<file path="config.mk">
export PLATFORM = sky130hd
export DESIGN_NAME = pcm_playback_scheduler
export DESIGN_NICKNAME = d
export VERILOG_FILES = /design/src/rtl/pcm_playback_scheduler.sv
export SDC_FILE = /design/constraint.sdc
export NUM_CORES = 1
export LEC_CHECK = 0
export BUFFER_PORTS_ARGS = -buffer_cell sky130_fd_sc_hd__buf_2
export CORE_MARGIN = 4
export CORE_UTILIZATION = 40
export DETAILED_ROUTE_END_ITERATION = 8
export PLACE_DENSITY = 0.61
export SLEW_MARGIN = 20
export SYNTH_ARGS = -nofsm -noshare
export SYNTH_HDL_FRONTEND = slang
export SYNTH_SLANG_ARGS = --single-unit
</file>
<file path="constraint.sdc">
create_clock -name clk -period 4.8 [get_ports clk]
set_clock_uncertainty 0.2 [all_clocks]
set_input_delay 0.24 -clock clk [delete_from_list [all_inputs] [get_ports clk]]
set_output_delay 0.24 -clock clk [all_outputs]
set_load 0.05 [all_outputs]
</file>
<file path="src/rtl/pcm_playback_scheduler.sv">
// Sample-rate pacer feeding the PCM-to-PWM converter: stream FIFO, period counter,
// widened pcm_valid strobe and IDLE/PRIME/RUN/DRAIN playback sequencing.
module pcm_playback_scheduler #(
    parameter int unsigned DEPTH      = 16,
    parameter int unsigned PRIME_LVL  = 8,
    parameter int unsigned STROBE_LEN = 4,
    parameter int unsigned DIV_W      = 16
) (
    input  logic                      clk,
    input  logic                      rst,
    input  logic                      enable,
    input  logic                      flush,
    input  logic [DIV_W-1:0]          rate_div,
    input  logic signed [15:0]        s_pcm,
    input  logic                      s_valid,
    output logic                      s_ready,
    output logic signed [15:0]        pcm_out,
    output logic                      pcm_valid,
    output logic                      busy,
    output logic [$clog2(DEPTH):0]    fifo_level,
    output logic [7:0]                underrun_cnt
);

    localparam int unsigned AW    = $clog2(DEPTH);
    localparam int unsigned LVL_W = AW + 1;
    localparam int unsigned MIN_P = 2 * STROBE_LEN - 1;
    localparam int unsigned SW    = $clog2(STROBE_LEN);

    typedef enum logic [1:0] {
        IDLE  = 2'd0,
        PRIME = 2'd1,
        RUN   = 2'd2,
        DRAIN = 2'd3
    } state_t;

    state_t                 state_q, state_d;
    logic signed [15:0]     mem [DEPTH];
    logic [AW-1:0]          wr_ptr, rd_ptr;
    logic [DIV_W-1:0]       cnt_q, period_q;
    logic [SW-1:0]          stb_left;
    logic [LVL_W-1:0]       level_d;
    logic                   push, pop, tick, running, underrun, start, fifo_empty;

    // Next-state and per-cycle control decode
    always_comb begin
        state_d    = state_q;
        start      = 1'b0;
        running    = (state_q == RUN) || (state_q == DRAIN);
        fifo_empty = (fifo_level == '0);
        tick       = running && (cnt_q == period_q);
        pop        = tick && !fifo_empty;
        underrun   = tick && fifo_empty && (state_q == RUN);
        push       = s_valid && s_ready && !flush;
        level_d    = fifo_level + LVL_W'(push) - LVL_W'(pop);

        case (state_q)
            IDLE: begin
                if (enable) begin
                    state_d = PRIME;
                    start   = 1'b1;
                end
            end
            PRIME: begin
                if (!enable) begin
                    state_d = IDLE;
                end else if (fifo_level >= LVL_W'(PRIME_LVL)) begin
                    state_d = RUN;
                end
            end
            RUN: begin
                if (!enable) begin
                    state_d = DRAIN;
                end
            end
            DRAIN: begin
                if (tick && fifo_empty) begin
                    state_d = IDLE;
                end
            end
            default: state_d = IDLE;
        endcase

        if (flush) begin
            state_d = IDLE;
            start   = 1'b0;
        end
    end

    always_ff @(posedge clk) begin
        if (!rst) begin
            state_q <= IDLE;
        end else begin
            state_q <= state_d;
        end
    end

    // Sample storage carries no reset; validity is tracked by the pointers
    always_ff @(posedge clk) begin
        if (push) begin
            mem[wr_ptr] <= s_pcm;
        end
    end

    always_ff @(posedge clk) begin
        if (!rst) begin
            wr_ptr       <= '0;
            rd_ptr       <= '0;
            fifo_level   <= '0;
            s_ready      <= 1'b0;
            cnt_q        <= '0;
            period_q     <= DIV_W'(MIN_P);
            pcm_out      <= '0;
            pcm_valid    <= 1'b0;
            stb_left     <= '0;
            busy         <= 1'b0;
            underrun_cnt <= '0;
        end else if (flush) begin
            wr_ptr       <= '0;
            rd_ptr       <= '0;
            fifo_level   <= '0;
            s_ready      <= 1'b1;
            cnt_q        <= '0;
            pcm_out      <= '0;
            pcm_valid    <= 1'b0;
            stb_left     <= '0;
            busy         <= 1'b0;
        end else begin
            if (push) begin
                wr_ptr <= wr_ptr + AW'(1);
            end
            if (pop) begin
                rd_ptr <= rd_ptr + AW'(1);
            end
            fifo_level <= level_d;
            s_ready    <= (level_d != LVL_W'(DEPTH));
            cnt_q      <= (running && !tick) ? cnt_q + DIV_W'(1) : '0;
            busy       <= (state_d != IDLE);

            // Period is clamped so consecutive strobes always leave a low gap
            if (start) begin
                period_q     <= (rate_div < DIV_W'(MIN_P)) ? DIV_W'(MIN_P) : rate_div;
                underrun_cnt <= '0;
            end else if (underrun && (underrun_cnt != 8'hFF)) begin
                underrun_cnt <= underrun_cnt + 8'd1;
            end

            if (tick) begin
                pcm_out   <= pop ? mem[rd_ptr] : '0;
                pcm_valid <= 1'b1;
                stb_left  <= SW'(STROBE_LEN - 1);
            end else if (stb_left != '0) begin
                stb_left  <= stb_left - SW'(1);
            end else begin
                pcm_valid <= 1'b0;
            end
        end
    end

endmodule

</file>
==> results.env <==
OUTCOME='finished, final reports clean'
CRIT_PATH_MAX_FANOUT=25
CLKSINKCOUNT=336
SETUP_TNS_FINAL_PS=0
GLOBALROUTETOTALUTIL_PCT=16.2
SYNTH.NET_COUNT=926
CTS.REPORTEDPATHS.CLKPINSLEW_PS=60
DRT_ITER0_MARKERS=547
DIEHEIGHT_MICRONS=191
WORST_EP_REQUIRED_TIME_PS=5010
COMB_POWER_SHARE_PCT=2.4
POST_CTS_BUFFERS=0
P_LEAK_nW=5.34
GRT_START_MAX_NET_PINS=70
VIAS=7778
CLOCKROOTBUFFER='sky130_fd_sc_hd__clkbuf_16'
LAYOUT.CELLS.MOST_COMMON_LIST='sky130_fd_sc_hd__edfxtp_1 (256), sky130_fd_sc_hd__dfxtp_1 (78), sky130_fd_sc_hd__buf_2 (68)'
FIRST_GLOBAL_VIAS=7888
CLOCKPOWERSHARE_PCT=46.2
CTSHOLDBUFFERS=41
FLOORPLAN.IO_PINS=69
DRT-PASS1-ITER-COUNT=4
SYN_INST=872
SHARE_SEQ_OF_TOTAL_POWER_PCT=51.4
PLACEMENTROWS=66
SWITCHING_SHARE_PCT=19.7
ANT_NETS=0
CRITICAL_PATH.ENDPOINT_TYPE='flop'
DRC_ERRORS_LEFT=0
TIMING_MAX_TRANSITION_VIOLATIONS_FINAL=0
GRT_PASS1_WL_MICRONS=46000
YS_SEQ_AREA_SHARE_PCT=69.0
INITIAL_CORE_UTIL_PCT=41.0
CTS_MAX_PATH_BUFFERS=3
MULTIINPUTGATEAREA_SQ_UM=3920
SETUP-VIOLATIONS-FINAL=0
SYNTHFLOPTYPE='sky130_fd_sc_hd__edfxtp_1'
INTERNAL_POWER_mW=4.91
WORSTMARGINPINSLEW_PS=1050
PER_INSTANCE_AVERAGE_AREA_AFTER_SYNTHESIS_SQ_UM=15.4
CRITPATHARRIVALTIME_PS=3760
DIEWIDTH_MICRONS=191
QUANTITY_OF_I_O_BUFFERS_INSERTED_ON_PORTS=68
POST_DRT_VIA_CELL_RATIO=5.31
FILLER_CELL_COUNT=2880
H-TREE-DEPTH=2
CRITPATHLAUNCHTYPE='flop'
REGAREA_SQ_UM=9290
CTS_TREE='yes'
HOLD_VIOLATIONS_FINAL=0
NETLIST_AREA_SQ_UM=13500
TIMING.FINAL.CRIT_PERIOD_PS=3560
GR-TOTAL-OVERFLOW=0
MAX-SLEW-MARGIN-REL_PCT=29.9
MIN-DELAY-PATH-CLASS='flop to flop'
LAYOUT_COMMONEST_CELL='sky130_fd_sc_hd__edfxtp_1'
CTS_INSERTED_BUFFERS=37
FRACTION_OF_LAYOUT_INSTANCES_USING_A_DRIVE_STRENGTH_ABOVE_1_PCT=24.8
AREA_OVERHEAD_OF_THE_LAYOUT_RELATIVE_TO_SYNTHESIS_PCT=18.9
CAP_VIOL_MAX_COUNT=0
POWER_DENSITY_nW_PER_UM2=382
POST_DRT_WL_PER_CELL_MICRONS=20.3
FINAL.PERIOD_UTILIZATION_PCT=74.1
FINAL_CORE_UTILIZATION_PCT=48.7
WORST_SKEW_PAIR.LATE_LATENCY_PS=530
VDD_IR_DROP_MAX_uV=264
GP_ROUTABILITY_CONGESTION=0.778
DRT-TOTAL-WL_MICRONS=29700
DIE_AREA_SQ_UM=36700
POST_CTS_RESIZED=0
DIODES=0
NETS=1053
COREAREA_SQ_UM=32900
SYNTH-SEQ-CELLS=336
SYNTH.DISTINCT_CELLS=48
UNREPAIRED_SETUP_ENDPOINTS_AFTER_GLOBAL_ROUTING='false'
FMAX_MHz=281
ANTENNA_FOUND_INITIAL=0
TIMING_WORST_SETUP_PATH_TYPE='flop to flop'
POWER_SWITCHING_mW=1.21
SYNTHARSTFLOPSHARE_PCT=0
SYNTH-EDFF-COUNT=256
DP_HPWL_MICRONS=17700
YOSYS_WARNINGS=0
## flip-flops by register name (all words and copies together) (netlist names), 2 cells and up, named ones only
register	count
stb_left	2
period_q	16
wr_ptr	4
pcm_out	16
state_q	2
underrun_cnt	8
mem	256
cnt_q	16
rd_ptr	4
fifo_level	5
## synth_stat cells (2+ instances only)
cell                       instances  area (sq um)
sky130_fd_sc_hd__mux2i_1          24           240
sky130_fd_sc_hd__a22o_1            8          70.1
sky130_fd_sc_hd__nand3_1          29           145
sky130_fd_sc_hd__or3_1             2          12.5
sky130_fd_sc_hd__clkbuf_1         33           124
sky130_fd_sc_hd__o22ai_1          32           200
sky130_fd_sc_hd__nand4_1          10          62.6
sky130_fd_sc_hd__and2_1            3          18.8
sky130_fd_sc_hd__a41o_1            2          20.0
sky130_fd_sc_hd__or4_1             3          22.5
sky130_fd_sc_hd__o21ai_0          20           100
sky130_fd_sc_hd__o221ai_1         16           140
sky130_fd_sc_hd__o31ai_1           4          30.0
sky130_fd_sc_hd__dfxtp_1          80          1600
sky130_fd_sc_hd__mux2_2           65           732
sky130_fd_sc_hd__nor3_1            9          45.0
sky130_fd_sc_hd__xor2_1           27           236
sky130_fd_sc_hd__nand2b_1         12          75.1
sky130_fd_sc_hd__xnor2_1          10          87.6
sky130_fd_sc_hd__ha_1             16           200
sky130_fd_sc_hd__buf_1             5          18.8
sky130_fd_sc_hd__buf_2            10          50.1
sky130_fd_sc_hd__nor4_1            6          37.5
sky130_fd_sc_hd__nor2b_1           8          50.1
sky130_fd_sc_hd__mux4_2           32           721
sky130_fd_sc_hd__a21oi_1          34           170
sky130_fd_sc_hd__and4_1            3          26.3
sky130_fd_sc_hd__inv_1            20          75.1
sky130_fd_sc_hd__edfxtp_1        256          7690
sky130_fd_sc_hd__nor2_1           51           191
sky130_fd_sc_hd__a31oi_1           3          18.8
sky130_fd_sc_hd__nand2_1          23          86.3
## through the flow
stage / std cells / total power [mW] / hold slack, ps / setup WS, ps / cell area [sq um]
global route: 1464 / 6.32 / 300 / 908 / 16000
detailed placement: 1361 / 3.33 / 266 / 1220 / 14400
floorplan: 872 / 3.26 / 139 / 1470 / 13500
finish: 1464 / 6.12 / 271 / 1240 / 16000
CTS: 1464 / 6.19 / 275 / 1210 / 16000
global placement: 1361 / 3.32 / 254 / 1290 / 14400
## power by group through the flow
stage / clock (mW) / sequential (mW) / combinational, mW
floorplan: 0 / 3.21 / 0.0478
global placement: 0 / 3.20 / 0.120
global route: 3.01 / 3.14 / 0.163
finish: 2.83 / 3.14 / 0.149
detailed placement: 0 / 3.21 / 0.122
CTS: 2.89 / 3.14 / 0.148
## routing by layer
layer	GRT usage, %	routed length [microns]	up-vias
li1	-	-	3625
met2	26.8	14100	206
met4	4.14	526	0
met1	22.1	13400	3902
met3	3.34	1660	45
met5	0	0	-
## path summary, 6_finish.rpt
check	endpoint	slack, ps	cells after the start	startpoint
setup / recovery	s_ready$_SDFF_PN0_	1240	16	cnt_q[9]$_SDFF_PP0_
setup reg to reg	s_ready$_SDFF_PN0_	1240	16	cnt_q[9]$_SDFF_PP0_
hold reg to reg	pcm_valid$_SDFFE_PP0P_	270	2	pcm_valid$_SDFFE_PP0P_
hold / removal	pcm_valid$_SDFFE_PP0P_	270	2	pcm_valid$_SDFFE_PP0P_
## logic make-up (layout without fill, tap and decap cells)
logic type | count (synthesis) | after routing | synth area share [%]
flip-flops | 336 | 336 | 69.0
AND/OR/NAND/NOR | 163 | 163 | 6.13
AO/OA/AOI/OAI | 129 | 129 | 6.24
multiplexers | 121 | 121 | 12.6
buffers and inverters | 69 | 219 | 2.02
XOR/XNOR | 37 | 37 | 2.41
adder cells (fa/ha/maj) | 17 | 17 | 1.64
## critical path, stage by stage (launching register included)
cell,delay [ps]
sky130_fd_sc_hd__dfxtp_1,430
sky130_fd_sc_hd__xor2_1,100
sky130_fd_sc_hd__nor4_1,380
sky130_fd_sc_hd__and4_1,240
sky130_fd_sc_hd__buf_4,270
sky130_fd_sc_hd__nand2_1,160
sky130_fd_sc_hd__nor2_1,130
sky130_fd_sc_hd__ha_1,230
sky130_fd_sc_hd__inv_1,60
sky130_fd_sc_hd__ha_1,150
sky130_fd_sc_hd__inv_1,60
sky130_fd_sc_hd__fa_1,400
sky130_fd_sc_hd__inv_1,70
sky130_fd_sc_hd__a21oi_1,60
sky130_fd_sc_hd__o21bai_1,150
sky130_fd_sc_hd__xor2_1,110
sky130_fd_sc_hd__o31a_1,230
## final cells by class
cell class	instances	area share (%)
Sequential cell	336	58.1
Multi-Input combinational cell	467	24.5
Clock buffer	45	6.10
Timing Repair Buffer	136	5.96
Tap cell	442	3.46
Clock inverter	17	1.42
Inverter	21	0.493
Note: power is estimated with default switching activity, not from simulation.
